--- src/rtl/bpu_pkg.sv ---
`default_nettype none
// ============================================================================
// Module      : bpu_pkg
// Description : Shared definitions for the branch predictor: mode
//               encodings, the 2-bit counter type, counter state
//               constants and the saturating step function.
// Revision    : 1.0 - initial release
// ============================================================================
package bpu_pkg;

    // Direction-predictor modes
    localparam int BPU_STATIC  = 0;
    localparam int BPU_BIMODAL = 1;
    localparam int BPU_GSHARE  = 2;

    // 2-bit direction counter
    typedef logic [1:0] cnt2_t;

    localparam cnt2_t SNT = 2'd0;
    localparam cnt2_t WNT = 2'd1;
    localparam cnt2_t WT  = 2'd2;
    localparam cnt2_t ST  = 2'd3;

    // One saturating step toward taken (up=1) or not-taken (up=0)
    function automatic cnt2_t sat_step(input cnt2_t cnt, input logic up);
        cnt2_t res;
        res = cnt;
        if (up && (cnt != ST)) begin
            res = cnt + 2'd1;
        end else if (!up && (cnt != SNT)) begin
            res = cnt - 2'd1;
        end
        return res;
    endfunction

endpackage
`default_nettype wire

--- src/rtl/sat_counter2.sv ---
`default_nettype none
// ============================================================================
// Module      : sat_counter2
// Description : 2-bit saturating up/down counter, one entry of the
//               branch direction table.
// Revision    : 1.0 - initial release
// Ports       : clk_i  - clock, rising edge
//               rst_i  - asynchronous active-low reset (loads INIT_CNT)
//               en_i   - apply one step this cycle
//               up_i   - 1: count toward taken, 0: toward not-taken
//               cnt_o  - current counter value
// ============================================================================
module sat_counter2
    import bpu_pkg::*;
#(
    parameter cnt2_t INIT_CNT = WNT
) (
    input  logic  clk_i,
    input  logic  rst_i,
    input  logic  en_i,
    input  logic  up_i,
    output cnt2_t cnt_o
);

    cnt2_t cnt_q;
    cnt2_t cnt_d;

    always_comb begin
        cnt_d = cnt_q;
        if (en_i) begin
            cnt_d = sat_step(cnt_q, up_i);
        end
    end

    always_ff @(posedge clk_i or negedge rst_i) begin
        if (!rst_i) begin
            cnt_q <= INIT_CNT;
        end else begin
            cnt_q <= cnt_d;
        end
    end

    assign cnt_o = cnt_q;

endmodule
`default_nettype wire

--- src/rtl/branch_predict_unit.sv ---
`default_nettype none
// ============================================================================
// Module      : branch_predict_unit
// Description : Branch direction predictor and next-PC selector. Looks up
//               a table of 2-bit counters in IF (static, bimodal or gshare
//               indexing), and takes resolved outcomes from MEM to train
//               the table and raise a flush on mispredict.
// Revision    : 1.0 - initial release
// Config      : BPU_STATS_EN - when defined, builds the 32-bit resolved
//               branch and mispredict counters; otherwise both stat
//               outputs are tied to zero.
// Ports       : clk_i, rst_i (async active-low)
//               if_pc_i / if_branch_i / if_target_i - IF-stage lookup
//               pred_taken_o / pred_idx_o / next_pc_o  - prediction, index
//               res_*_i                                - MEM resolution
//               flush_o                                - mispredict squash
//               stat_branches_o / stat_mispred_o        - statistics
// ============================================================================
module branch_predict_unit
    import bpu_pkg::*;
#(
    parameter int    PC_W     = 32,
    parameter int    IDX_W    = 6,
    parameter int    HIST_W   = 6,
    parameter int    MODE     = 1,
    parameter cnt2_t INIT_CNT = 2'b01
) (
    input  logic              clk_i,
    input  logic              rst_i,
    input  logic [PC_W-1:0]   if_pc_i,
    input  logic              if_branch_i,
    input  logic [PC_W-1:0]   if_target_i,
    output logic              pred_taken_o,
    output logic [IDX_W-1:0]  pred_idx_o,
    output logic [PC_W-1:0]   next_pc_o,
    input  logic              res_valid_i,
    input  logic [PC_W-1:0]   res_pc_i,
    input  logic [IDX_W-1:0]  res_idx_i,
    input  logic              res_pred_i,
    input  logic              res_taken_i,
    input  logic [PC_W-1:0]   res_target_i,
    output logic              flush_o,
    output logic [31:0]       stat_branches_o,
    output logic [31:0]       stat_mispred_o
);

    logic [IDX_W-1:0] pc_idx;
    logic [PC_W-1:0]  redirect_pc;

    // Word-aligned PC bits select the table entry
    assign pc_idx = if_pc_i[IDX_W+1:2];

    generate
        if (MODE == BPU_STATIC) begin : g_static
            assign pred_idx_o   = pc_idx;
            assign pred_taken_o = 1'b0;
        end else begin : g_table
            cnt2_t            cnt_tbl [2**IDX_W];
            logic [IDX_W-1:0] lookup_idx;

            if (MODE == BPU_GSHARE) begin : g_gshare
                logic [HIST_W-1:0] ghr_q;
                logic [HIST_W-1:0] ghr_d;

                // Shift in the resolved outcome; the cast drops the oldest bit
                assign ghr_d = res_valid_i ? HIST_W'({ghr_q, res_taken_i}) : ghr_q;

                always_ff @(posedge clk_i or negedge rst_i) begin
                    if (!rst_i) begin
                        ghr_q <= '0;
                    end else begin
                        ghr_q <= ghr_d;
                    end
                end

                assign lookup_idx = pc_idx ^ IDX_W'(ghr_q);
            end else begin : g_bimodal
                assign lookup_idx = pc_idx;
            end

            // Training uses the index captured at fetch, not the current one
            for (genvar i = 0; i < 2**IDX_W; i++) begin : g_cnt
                sat_counter2 #(
                    .INIT_CNT (INIT_CNT)
                ) u_cnt (
                    .clk_i (clk_i),
                    .rst_i (rst_i),
                    .en_i  (res_valid_i && (res_idx_i == IDX_W'(i))),
                    .up_i  (res_taken_i),
                    .cnt_o (cnt_tbl[i])
                );
            end

            // Lookup reads the registered table: no same-cycle bypass
            assign pred_idx_o   = lookup_idx;
            assign pred_taken_o = if_branch_i & cnt_tbl[lookup_idx][1];
        end
    endgenerate

    assign flush_o     = res_valid_i & (res_taken_i != res_pred_i);
    assign redirect_pc = res_taken_i ? res_target_i : (res_pc_i + PC_W'(4));

    always_comb begin
        next_pc_o = if_pc_i + PC_W'(4);
        if (flush_o) begin
            next_pc_o = redirect_pc;
        end else if (pred_taken_o) begin
            next_pc_o = if_target_i;
        end
    end

`ifdef BPU_STATS_EN
    logic [31:0] stat_br_q;
    logic [31:0] stat_mp_q;

    always_ff @(posedge clk_i or negedge rst_i) begin
        if (!rst_i) begin
            stat_br_q <= '0;
            stat_mp_q <= '0;
        end else begin
            if (res_valid_i) begin
                stat_br_q <= stat_br_q + 32'd1;
            end
            if (flush_o) begin
                stat_mp_q <= stat_mp_q + 32'd1;
            end
        end
    end

    assign stat_branches_o = stat_br_q;
    assign stat_mispred_o  = stat_mp_q;
`else
    assign stat_branches_o = '0;
    assign stat_mispred_o  = '0;
`endif

endmodule
`default_nettype wire

--- config.mk ---
export PLATFORM = sky130hd
export DESIGN_NAME = branch_predict_unit
export DESIGN_NICKNAME = d
export VERILOG_FILES = /design/src/rtl/bpu_pkg.sv /design/src/rtl/sat_counter2.sv /design/src/rtl/branch_predict_unit.sv
export SDC_FILE = /design/constraint.sdc
export NUM_CORES = 1
export LEC_CHECK = 0
export BUFFER_PORTS_ARGS = -buffer_cell sky130_fd_sc_hd__clkbuf_2
export CAP_MARGIN = 20
export CORE_MARGIN = 5
export CORE_UTILIZATION = 39
export DETAILED_ROUTE_END_ITERATION = 12
export PLACE_DENSITY = 0.64
export SLEW_MARGIN = 10
export SYNTH_ARGS = -nofsm -noshare
export SYNTH_HDL_FRONTEND = slang
export SYNTH_HIERARCHICAL = 1
export SYNTH_SLANG_ARGS = --single-unit
--- constraint.sdc ---
create_clock -name clk_i -period 2.4 [get_ports clk_i]
set_clock_uncertainty 0.1 [all_clocks]
set_input_delay 0.12 -clock clk_i [delete_from_list [all_inputs] [get_ports clk_i]]
set_output_delay 0.12 -clock clk_i [all_outputs]
set_load 0.005 [all_outputs]
==> flow_summary.json <==
{
  "area_growth_pct": 28.14,
  "gr-total-overflow": 0,
  "worstSetupStartpointType": "register",
  "cts_tree": "built",
  "first_global_vias": 9187,
  "cts_root_buf": "clkbuf_16",
  "insertedDiodeCount": 0,
  "p_total_mw": 10.21,
  "cp.arrival_ns": 2.76,
  "die_h_um": 172.2,
  "row_count": 59,
  "async_flop_share": 1.000,
  "rrSetupSlack_ns": 1.06,
  "final_common_cell": "clkbuf_2",
  "nets": 1544,
  "largest_reg_flops": 128,
  "setup_violations": 33,
  "initial_core_util": 0.3948,
  "first_pass_iters": 5,
  "stdcell_count": 1750,
  "p_sw_frac": 0.3205,
  "fmax_ghz": 0.3357,
  "rr_startpoint": "g_table.g_cnt[7].u_cnt/cnt_o[1]",
  "syn_area_um2": 10260,
  "fin_util": 0.5059,
  "syn_avg_cell_area_um2": 9.086,
  "grt_max_degree": 113,
  "post-dp-hpwl_um": 24240,
  "clk_pin_slew_ns": 0.06,
  "crit_chain": "mux4_2 -> mux2i_2 -> nor2_2 -> o41a_4 -> buf_12 -> buf_16 -> a31oi_1 -> o31ai_2 -> clkbuf_2",
  "dieArea_um2": 29650,
  "crit_required_ns": 2.18,
  "fin_crit_sh": 1.241,
  "reg2reg_to": "g_table.g_cnt[7].u_cnt/cnt_o[1]",
  "ir_drop_uv": 425.6,
  "wl_per_cell_um": 18.39,
  "antenna_found_initial": 0,
  "die_w_um": 172.2,
  "crit_slowest_cell": "mux4_2",
  "status": "finished, violations left",
  "critPathBufInv": 3,
  "critical_path.top_delay_family": "compound AO/OA/AOI/OAI gates",
  "dp.cells": 1708,
  "p_leak_nw": 5.842,
  "routed_via_density": 5.569,
  "worstHoldPathCells": 3,
  "crit_type": "register to output port",
  "end_kind": "output port",
  "powerDensity_nw_per_um2": 777.0,
  "synth_top_family_by_area": "compound AO/OA/AOI/OAI gates",
  "cts-htree-levels": 4,
  "synth-xor-area-share": 0.04013,
  "slew_viol_final": 0,
  "synth_edf_count": 0,
  "pwr-share-clk": 0.265,
  "critPathMaxFanout": 5,
  "hp-class": "input pin to register",
  "drive_gt1_frac": 0.3272,
  "net-switching-power_mw": 3.274,
  "max_stage_delay_ns": 0.51,
  "grtUsageTotal": 0.2101,
  "core_um2": 25980,
  "clk_latency_ns": 0.42,
  "seq_area_frac_synth": 0.3200,
  "min_period_ns": 2.979,
  "drtIter0Drc": 701,
  "grt_setup_unrepaired": "yes",
  "place_congestion": 0.9044,
  "cts.sinks": 128,
  "setup_tns_ns": -16.82,
  "hp-start": "res_taken_i",
  "route.final.wire_length_um": 32190,
  "grt_pass1_wl_um": 49340,
  "clk_path_buf_depth": 2,
  "boundaryPins": 244,
  "mostFrequentLayoutCells": "clkbuf_2 (156), buf_4 (104), nor2_1 (90)",
  "reg2reg_depth": 5,
  "layout_setup_ws_ns": -0.5791,
  "slew_headroom": 0.4141,
  "cts_buffers": 17,
  "synth-simple-area-share": 0.1834,
  "synth_ff_type": "dfstp_2",
  "seqPwrFrac": 0.352,
  "hold_end": "g_table.g_cnt[35].u_cnt/cnt_o[0]",
  "power_frac_comb": 0.383,
  "synth-compound-area-share": 0.2722,
  "violations": "setup timing",
  "syn_inst": 1129,
  "ys_seq_elements": 128,
  "synthMuxAreaShare": 0.1028,
  "synth.distinct_cells": 64,
  "maxCapViolCount": 0,
  "p_int_mw": 6.940,
  "cp.depth": 9,
  "drc": 0,
  "synthAdderAreaFrac": 0.002439,
  "yosysWarnings": 6,
  "worst_slew_pin_slew_ns": 0.8789,
  "ant_nets": 0,
  "portBuffers": 179,
  "final_hold_viol_count": 0,
  "vias": 9745
}
cell usage after synthesis, types with 11 or more instances:
cell      count  area (um2)
o31ai_2      16       200.2
o211ai_1     20       150.1
dfrtp_1      64        1602
nor3_1       12       60.06
nand4_1      22       137.6
inv_1        13       48.80
mux2i_1      84       840.8
nand2_1      55       206.5
buf_2        11       55.05
nor2b_1      15       93.84
buf_4        76       570.6
xnor2_1      20       175.2
a21boi_0     65       488.0
a21o_1       64       480.5
dfstp_2      64        1682
nor2_1       91       341.6
a31oi_1      24       150.1
o21ai_0      70       350.3
nand2b_1     71       444.2
a22o_1       66       578.1
nand3_1      36       180.2
nor4_1       31       193.9
xor2_1       27       236.5
clkbuf_1     25       93.84
final cells by class:
class | instances | area (um2)
clock buffer | 24 | 491.7
clock inverter | 8 | 127.6
fill | 2355 | 12840
inverter | 13 | 48.80
multi-input combinational | 935 | 6620
sequential | 128 | 3283
tap | 335 | 419.2
timing repair buffer | 307 | 2155
worst max-delay path by stage:
stage,from,end,slack [ns]
2_1_floorplan,g_table.g_cnt[3].u_cnt/cnt_o[1],next_pc_o[7],0.18
3_3_place_gp,if_pc_i[2],next_pc_o[21],-0.24
3_5_place_dp,if_pc_i[2],next_pc_o[21],-0.31
4_1_cts,g_table.g_cnt[7].u_cnt/cnt_o[1],next_pc_o[2],-0.63
5_1_grt,g_table.g_cnt[7].u_cnt/cnt_o[1],next_pc_o[22],-0.67
6_report,g_table.g_cnt[7].u_cnt/cnt_o[1],next_pc_o[24],-0.58
cell families (layout without fill, tap and decap cells):
group | count (synthesis) | count (layout)
buffers and inverters | 129 | 352
other | 1 | 64
and+or+nand+nor | 362 | 362
xor gates and xnor gates | 47 | 47
AOI/OAI and AO/OA | 366 | 366
DFF | 128 | 128
muxes | 94 | 94
adders and majority gates | 2 | 2
timing repair:
item,CTS,global route
endpoints found under the setup margin,33,33
hold endpoints to repair,81,0
buffers inserted,4,1
resized for setup,33,29
pin swaps,13,4
hold buffers,2,0
gates cloned,3,0
routing by layer:
layer / share of wire / global-route usage / routed length (um)
met1: 0.42 / 0.2758 / 13670
met2: 0.49 / 0.3504 / 15660
met4: 0.025 / 0.07109 / 819
met3: 0.063 / 0.03864 / 2038
met5: 0 / 0 / 0
stage by stage:
stage	area, um2	hold WS (ns)	worst slack, ns
floorplan	10500	-0.2756	0.1759
global placement	12150	-0.1285	-0.2404
finish	13150	0.02853	-0.5791
detailed placement	12150	-0.1293	-0.3079
global route	13150	0.05145	-0.6671
CTS	13090	0.01292	-0.6290
worst min-delay path: cells and delay by family:
family / cells / cell delay (ns)
AOI/OAI and AO/OA: 1 / 0.19
muxes: 1 / 0.07
buffers and inverters: 1 / 0.15
power groups by stage:
stage	clock [mW]	combinational [mW]	sequential [mW]
CTS	2.76	3.87	3.59
finish	2.70	3.92	3.60
floorplan	0	2.00	3.55
global placement	0	3.52	3.61
detailed placement	0	3.63	3.60
global route	2.86	4.25	3.69
(Power assumes the default switching activity.)
